==> config.mk <==
export PLATFORM = sky130hd
export DESIGN_NAME = queued_encoder
export DESIGN_NICKNAME = d
export VERILOG_FILES = /design/src/rtl/queued_encoder.sv
export SDC_FILE = /design/constraint.sdc
export NUM_CORES = 1
export LEC_CHECK = 0
export CORE_MARGIN = 1
export CORE_UTILIZATION = 50
export DETAILED_ROUTE_END_ITERATION = 7
export GPL_TIMING_DRIVEN = 1
export PLACE_DENSITY = 0.82
export SKIP_LAST_GASP = 1
export SLEW_MARGIN = 20
export SYNTH_ARGS = -nofsm -noshare
export SYNTH_HDL_FRONTEND = slang
export SYNTH_SLANG_ARGS = --single-unit
==> constraint.sdc <==
create_clock -name clk -period 4.6 [get_ports clk]
set_input_delay 0.69 -clock clk [delete_from_list [all_inputs] [get_ports clk]]
set_output_delay 0.69 -clock clk [all_outputs]
set_load 0.01 [all_outputs]
==> src/rtl/queued_encoder.sv <==
// queued_encoder: captures a multi-hot request vector and emits the index of
// each set bit over a valid/ready handshake, one index per accepted transfer.
// A single-cycle done pulse follows the last accepted code, or follows the
// load of an all-zero vector.
//
// state | meaning
// IDLE  | waiting for load; outputs quiet
// EMIT  | presenting the next pending index with code_valid high
// DONE  | one-cycle done pulse, then back to IDLE
module queued_encoder #(
  parameter bit LSB_FIRST = 1'b1
) (
  input  logic       clk,
  input  logic       rst,
  input  logic [7:0] req_in,
  input  logic       load,
  input  logic       code_ready,
  output logic       busy,
  output logic [2:0] code_out,
  output logic       code_valid,
  output logic       done
);

  typedef enum logic [1:0] {
    IDLE = 2'd0,
    EMIT = 2'd1,
    DONE = 2'd2
  } state_t;

  state_t     state_q, state_d;
  logic [7:0] pending_q, pending_d;
  logic [2:0] sel_idx;
  logic       xfer;

  // Priority pick of the next index to present from the registered pending bits.
  // The loop runs opposite to the service order so the last hit wins.
  always_comb begin
    sel_idx = 3'd0;
    if (LSB_FIRST) begin
      for (int i = 7; i >= 0; i--) begin
        if (pending_q[i]) sel_idx = 3'(i);
      end
    end else begin
      for (int i = 0; i < 8; i++) begin
        if (pending_q[i]) sel_idx = 3'(i);
      end
    end
  end

  // A transfer needs both sides; valid is only ever high in EMIT.
  assign xfer = (state_q == EMIT) && code_ready;

  // State and pending registers; reset wins over load and transfer.
  always_ff @(posedge clk) begin
    if (rst) begin
      state_q   <= IDLE;
      pending_q <= 8'h00;
    end else begin
      state_q   <= state_d;
      pending_q <= pending_d;
    end
  end

  // Next-state and pending update.
  always_comb begin
    state_d   = state_q;
    pending_d = pending_q;
    case (state_q)
      IDLE: begin
        if (load) begin
          pending_d = req_in;
          state_d   = (req_in != 8'h00) ? EMIT : DONE;
        end
      end
      EMIT: begin
        if (xfer) begin
          pending_d = pending_q & ~(8'h01 << sel_idx);
          if (pending_d == 8'h00) state_d = DONE;
        end
      end
      DONE: begin
        state_d = IDLE;
      end
      default: begin
        state_d   = IDLE;
        pending_d = 8'h00;
      end
    endcase
  end

  // Outputs decoded from the registered state only.
  always_comb begin
    busy       = 1'b0;
    code_valid = 1'b0;
    code_out   = 3'd0;
    done       = 1'b0;
    case (state_q)
      EMIT: begin
        busy       = 1'b1;
        code_valid = 1'b1;
        code_out   = sel_idx;
      end
      DONE: begin
        busy = 1'b1;
        done = 1'b1;
      end
      default: begin
        busy       = 1'b0;
        code_valid = 1'b0;
        code_out   = 3'd0;
        done       = 1'b0;
      end
    endcase
  end

endmodule

# After elaboration in Yosys (flattened, before gate mapping)
# Cells that the tools add are included.
# W data, S select, Z words.
# op_classes
addsub	0
mul	0
n_div	0
order_cmp	0
eq_ne	5
shifts	1
mux	20
bitwise	3
n_reduce_logical	7
# op_table
operator	count
$mux W3	9
$pmux W8 S3	1
$mux W8	2
$and A8 B8 Y8	1
$logic_not A8 Y1	1
$mux W2	4
$not A8 Y8	1
$reduce_bool A8 Y1	1
$shl A1 B3 Y8 const A	1
$reduce_and A3 Y1	2
$ne A2 B2 Y1 const B	2
$pmux W2 S2	1
$mux W1	3
$eq A2 B1 Y1 const B	1
$eq A2 B2 Y1 const B	1
$logic_not A2 Y1	1
$ne A2 B1 Y1 const B	1
$reduce_or A2 Y1	1
$logic_and A1 B1 Y1	1
$not A1 Y1	1
# word_totals
ff_bits	10
latchBits	0
mem_bits_rw	0
mem_bits_ro	0
inputBits	12
output_inout_bits	6
elab_cells	38
n_memories	0

# Longest topological paths before layout
# Gate-level depths: netlist (run 1).
# logic_depth
word_depth	15
mapped_depth	8
depth_no_buf	7

# Least setup slack after synthesis (run 1)
# Ideal clock, no wire load.
# synth_path
path_type	reg-to-output
startpoint	register state_q[1]
endpoint	output port code_out[1]
t_arrival_ns	1.414
required_time_ns	3.910
setup_slack_ns	2.496
stages_incl_launch_ff	5
n_path_buf	1
cell_sequence	dfxtp_1 -> inv_1 -> ha_1 -> clkbuf_1 -> nor4b_1
# synth_via
elab_chain_cells	2
# synth_lines
element	line_no	text
start, declared	30	state_t state_q, state_d;
start signal, assigned	59	state_q <= state_d;
$eq A2 B1 Y1	97	case (state_q)
$mux W3	97	
end, declared	19	output logic [2:0] code_out,
# No other way between the ends.

# Final worst setup path (run 1)
# Same ends and word-level chain as after synthesis.

==> reports/results.txt, run 1 <==
Dividing total power by cell area gives a power density of 654 mW/mm^2. Synthesis produced a netlist with a net count of 103. At the end of routability-driven placement, the weighted congestion stood at 0.812. Summed over all cells, the static leakage comes to 0.309 nW. The first TritonRoute pass finished after 4 iterations. Setup violations remaining at the end of the flow were counted as 0.

The finished layout holds 117 standard cells, fillers aside. For the distinct cell type count of the synthesized netlist, the log shows 29. STA classifies the critical path startpoint as a flop. The run gives 57.9% as the initial standard-cell utilization of the core.

Global routing finished with a remaining overflow of 0. The average cell area after synthesis was 7.81 sq um; the number of cells in the design after placement was 114. For the final routed database, the setup TNS stands at 0 ns. Of the post-synthesis cell area, the dominant cell type holds 29.1%. The number of rows in the core area was 12; the combinational share of power was 61.6%. The count of input and output buffers came out at 17. On the critical path the largest part of the delay comes from buffers and inverters.

The first-iteration detailed-routing DRC count was 22; the clock network power share was 10.6%. The count of pins over their slew limit came out at 0. After synthesis the netlist holds a flip-flop and latch count of 10. The register area share after synthesis was 29.1%; the number of global-route vias before repair was 615. The largest driver fanout on the critical path works out to 15.

Worst-case setup slack after placement: 2.14 ns. The tree built by TritonCTS fans out to 10 sinks. The remaining number of nets flagged by the antenna check after routing came out at 0. The max-slew headroom at the worst pin is 65.4%. The final layout contains 120 nets. The minimum clock period is 2.74 ns. The DRC violation count after routing was 0. For the number of buffers inserted to repair setup after CTS, the log shows 0. At the pin with the least slew margin, the transition time is 0.519 ns.

In this run, post-CTS hold repair placed 0 buffers. The sequential cell fraction of total power was 27.9%. The top cell types in the final layout, fill and taps aside, are 17 x clkdlybuf4s50_1, 10 x nor2_1, 10 x dfxtp_1.

The tools report the max-cap check violation count as 0. The signal on the critical path passes through inv_1, ha_1, nor4b_1, clkdlybuf4s50_1. The cell count after synthesis came out at 88.

The library cell used most frequently in the layout, excluding fill and tap cells, is clkdlybuf4s50_1. The biggest area contributor in the post-synthesis netlist is dfxtp_1. Setup repair after global routing left no endpoint under its margin. The buffers plus inverters on the worst setup path was 2. The delay of the slowest cell on the worst path was 0.59 ns; the number of gates resized after CTS was 0. For the H-tree depth, the log shows 1. After detailed routing, the number of vias per cell comes to 6.08. The repair_antennas step left the layout with diodes totalling 0. The type of the worst min-delay path was reg2reg. The die is 39.1 um wide. Detailed placement ended at an HPWL of 1250 um. Compared with the post-synthesis result, the final layout area differs by 27.3%. At the worst endpoint, the arrival time is 2.05 ns. The tools report the final-layout worst hold slack as 0.511 ns. The overall die area was 0.00153 sq mm; the largest net degree at the start of global routing was 17.

For the final number of hold-violating endpoints, the log shows 0. The master of the slowest instance on the critical path was clkdlybuf4s50_1. The first global-routing pass estimated 2630 um of wire. For this design the total switching power over the nets is 259 uW.

The number of antenna violations at the first check in global routing was 0. STA classifies the critical path endpoint as an output port. The internal power of the cells totals 313 uW.

The final critical path takes up 59.6% of the cycle. STA puts the critical path data required time at 3.91 ns. VDD sags by at most 0.000420 V. After synthesis the cells add up to 687 sq um. The Yosys warning count was 0; the routed wirelength normalized by instance count was 14.2 um. TritonCTS built the clock tree.

The tools report the detailed-route via count as 711. The core region is 0.00119 sq mm. 18 I/O pins were placed. For the maximum operating frequency, the log shows 365 MHz. Summed over all layers, the routed wires come to 1660 um. In the global route stage, overall resource usage came out at 26.3%. The flow ran to the end, and the final reports show no timing, DRC or antenna violations.

The critical setup path kind was reg2out. The tree is rooted in a clkbuf_4. Between clock sinks in the finished design, the worst skew comes to 0.00147 ns. The tools report the number of CTS-inserted buffers as 3. After synthesis, the cell types taking the most area are dfxtp_1 29%, a32oi_1 6.4%, ha_1 5.5%, nor2_1 5.5%, a21oi_1 4.4%.

The floorplan step set the die height to 39.1 um. Clock latency on the worst-skew pair, taken at its later pin, is 0.26 ns. The clock-pin slew reported for the worst setup and hold paths after clock tree synthesis was 0.07 ns; the maximum clock insertion buffer count was 2. Net switching is 45.2% of the power. The tools report the minimum setup slack in the final design as 1.86 ns. The fraction of layout instances using a drive strength above 1 came out at 7.77%.
[stage by stage]
stage	instance area, sq um	utilization, %	power [mW]
6_report	875	73.7	0.572
5_1_grt	875	73.7	0.617
3_5_place_dp	852	71.8	0.508
3_3_place_gp	852	71.8	0.498
2_1_floorplan	687	-	0.406
4_1_cts	875	73.7	0.569
[power by group through the flow]
stage	Sequential (mW)	Clock (mW)	Combinational, mW
floorplan	0.139	0	0.267
global placement	0.157	0	0.341
detailed placement	0.160	0	0.348
CTS	0.158	0.0625	0.349
global route	0.164	0.0663	0.387
finish	0.159	0.0604	0.352
[sequential cells by signal, summed over array words and instances, names as in the netlist]
register and cells:
state_q 2, pending_q 8
[cells by family after synthesis]
family / after synthesis / synth area share, %
DFF: 10 / 29.1
AOI/OAI and AO/OA: 29 / 30.8
adders and majority gates: 4 / 6.92
muxes: 1 / 1.46
and+or+nand+nor: 33 / 24.6
buffers and inverters: 11 / 7.10
[cells in the mapped netlist, drive strengths merged]
cell type  count
nand3          1
nor3           3
dfxtp         10
o22ai          1
buf            2
ha             3
a211oi         4
clkbuf         4
nor2          10
nand2          8
o21bai         1
inv            5
a32oi          5
or4            3
maj3           1
or3            1
o31ai          1
o41ai          2
o21a           1
nor3b          1
a31oi          2
nor4b          1
mux2i          1
o21ai          6
a21oi          6
nand2b         2
nor2b          3
[final timing paths]
kind	slack, ns	cells after the start	endpoint	from
max	1.86	4	code_out[1]	state_q[1]
min reg2reg	0.51	1	state_q[1]	state_q[1]
max reg2reg	2.71	5	state_q[0]	pending_q[1]
min	0.51	1	state_q[1]	state_q[1]
[final cells by class]
cell class                      count  area [sq um]
Multi-Input combinational cell     67           438
Fill cell                         101           312
Sequential cell                    10           200
Timing Repair Buffer               18           178
Clock buffer                        3          22.5
Inverter                            5          18.8
Tap cell                           14          17.5
[worst register-to-register path, stage by stage (launching register included)]
cell	delay, ns
dfxtp_1	0.37
or3_2	0.54
a211oi_1	0.27
o21ai_0	0.14
a211oi_2	0.30
mux2i_1	0.21
[routing by layer]
| layer | vias up | track usage (%) | wire length, um | part of all wire, % |
|---|---|---|---|---|
| met5 | - | 0 | 0 | 0 |
| met4 | 0 | 7.76 | 11 | 0.66 |
| met3 | 2 | 6.94 | 89 | 5.4 |
| met2 | 27 | 44.6 | 775 | 47 |
| met1 | 325 | 32.1 | 782 | 47 |
| li1 | 357 | - | - | - |
Power figures use the tool's default switching activity.
==> run 2, diff against run 1 <==
CORE_UTILIZATION = 42   (was 50)
PLACE_DENSITY = 0.73   (was 0.82)
clock period = 2.5 ns   (was 4.6 ns; I/O delays follow)
==> run 2 against run 1 <==
Effect of this change: cell count rose by 2.6%; register-to-register slack worse by 2.1 ns; sequential cell count did not move; total power increased by 90%; routed wire length fell by 2.7%; utilization decreased by 15 points; first-iteration DRC count is 23% lower; global-route usage fell by 6.0 points; clock power is 150% higher; critical path depth fell by 1; non-clock buffer count stayed put; critical path type unchanged.
==> reports/results.txt, run 2 (same netlist as run 1, synthesis figures left out) <==
In this run the remaining antenna-violating nets after routing total 0. Buffers inserted during clock tree synthesis total 3. For the count of pins over their slew limit, the log shows 0. The critical path data required time was 2.12 ns; the clock-pin slew reported for the worst setup and hold paths after clock tree synthesis was 0.07 ns. The area growth from synthesis to layout is 30.1%. Sink count of the clock tree: 10. Maximum ir drop on the vdd rail: 0.000561 V.

The worst clock skew was 0.000820 ns. The run gives 1.29% as the met3 demand-to-capacity share in global routing. The most common cell after layout, fill and taps aside was clkdlybuf4s50_1. 18 I/O pins were placed.

For this run, the post-layout net count is 120. In this run the standard cell core region covers 0.00152 sq mm. The final number of hold-violating endpoints came out at 0.

The measured slew at the worst slew-check pin was 0.388 ns. Routability-driven placement finished with a final weighted congestion of 0.792. The worst hold path belongs to the class reg2reg. Setup violations remaining at the end of the flow were counted as 0. The worst setup path is captured at an output port. The met1 track demand over resource is 27.7%, and the H-tree depth is 1.

Setup repair after global routing left no endpoint under its margin. Internal power comes to 612 uW. Setup total negative slack on the finished layout was measured at 0 ns. For the maximum clock insertion buffer count, the log shows 2.

The net load switching power was 472 uW. Of all nets on the critical path, the largest fanout is 7. Fraction of layout instances using a drive strength above 1: 9.62%. The critical setup path kind is reg2out.

The share of total power dissipated in sequential elements is 27.3%. pending_q holds more flip-flops than any other register. Number of antenna violations at the first check in global routing: 0. Switching power share of the total: 43.6%. The number of global-route vias before repair is 627, and the final period utilization is 92.1%.

For the HPWL after detailed placement, the log shows 1190 um. Dividing the detail-routed via count by the number of cells gives 6.00. In the layout the commonest cells are 17 x clkdlybuf4s50_1, 10 x nor2_1, 10 x dfxtp_1. After detailed routing, the number of remaining DRC violations is 0. Entering global routing, the biggest net connects 17 pins. The die height is 42.4 um. The combinational share of power is 59.0%.

In the global route stage, met2 resource usage came out at 31.7%. The static leakage came out at 0.315 nW. Global routing finished with a remaining overflow of 0. Arrival time reported for the critical path endpoint: 1.93 ns.

For this design the ratio of total power to cell area is 1210 mW/mm^2. The register with the most flip-flops in the layout has 8 of them. The number of rows in the core area is 14. The max-cap check violation count is 0.

The run finished with clean final reports. For this configuration, the core starts out at a cell density of 45.1%. Instance count along the most critical hold path: 1. In the final layout, the registers with the most flip-flops are pending_q x8, state_q x2. Clock latency on the worst-skew pair, taken at its later pin, is 0.27 ns. The first-pass iteration count of the detailed router came out at 5. TritonCTS built the clock tree. For this block, the initial DRC count from the detailed router was 17.

Input and output buffers added on the ports amount to 17. Once the clock tree was built, the setup fixing pass inserted 0 buffers. In this run the clock root is driven by a clkbuf_4. STA classifies the critical path startpoint as a flop. The minimum clock period is 2.30 ns, and the clock network power share is 13.7%. The routed wirelength normalized by instance count is 13.5 um, and the maximum operating frequency is 435 MHz. Across every metal layer, demand over resource in global routing totals 20.3%.

For the max-slew headroom at the worst pin, the log shows 74.0%. The first global-routing pass estimated 2780 um of wire. Summed over all layers, the routed wires come to 1610 um.

The global-route layer with the greatest usage was met2. The die is 42.4 um wide. The final route contains 720 vias.

The logs give 0 for the count of antenna diodes in the layout and 0.00180 sq mm for the overall die area. The tightest hold path in the finished design has a slack of 0.506 ns. The number of cells traversed by the worst register-to-register path came out at 5.
[run 2: changes by cell type in the layout (fill, tap and decap cells not counted), sizes merged]
cell,previous run,this run
clkbuf,3,4
[run 2: critical path, stage by stage (launching register included)]
cell,delay (ns)
dfxtp_1,0.37
or4_4,0.61
nor2_1,0.14
clkdlybuf4s50_1,0.54
[run 2: power groups by stage]
stage	Combinational, mW	Sequential (mW)	Clock (mW)
after floorplan	0.491	0.256	0
after CTS	0.640	0.293	0.152
after global placement	0.630	0.291	0
final	0.640	0.296	0.149
after detailed placement	0.638	0.297	0
after global routing	0.715	0.306	0.157
[run 2: what timing repair did]
action / in CTS / in global routing
resized for setup: 0 / 1
endpoints found under the setup margin: 0 / 2
endpoints found under the hold margin: 0 / 0
hold buffers: 0 / 0
[run 2: worst paths after layout]
kind	start	end	slack (ns)
setup reg to reg	pending_q[1]	state_q[0]	0.62
hold reg to reg	state_q[1]	state_q[1]	0.51
setup / recovery	pending_q[1]	code_out[2]	0.20
hold / removal	state_q[1]	state_q[1]	0.51
[run 2: final cells by class]
type / instances / area (sq um)
multi-input cells: 67 / 440
repair buffers: 18 / 178
fillers: 148 / 631
clock buffers: 4 / 36.3
well taps: 16 / 20.0
flip-flops and latches: 10 / 200
inverters: 5 / 18.8
[run 2: layer usage]
metal / wire (um) / vias up
li1: - / 355
met3: 104 / 4
met5: 0 / -
met2: 769 / 28
met1: 721 / 333
met4: 19 / 0
[run 2: metrics by stage]
stage | instance area (sq um) | total power [mW] | utilization, % | instances | setup WS (ns)
finish | 893 | 1.08 | 58.6 | 120 | 0.199
global route | 893 | 1.18 | 58.6 | 120 | 0.0570
CTS | 891 | 1.09 | 58.5 | 120 | 0.0763
detailed placement | 855 | 0.935 | 56.1 | 116 | 0.364
global placement | 855 | 0.921 | 56.1 | 116 | 0.425
floorplan | 687 | 0.747 | - | 88 | 0.598
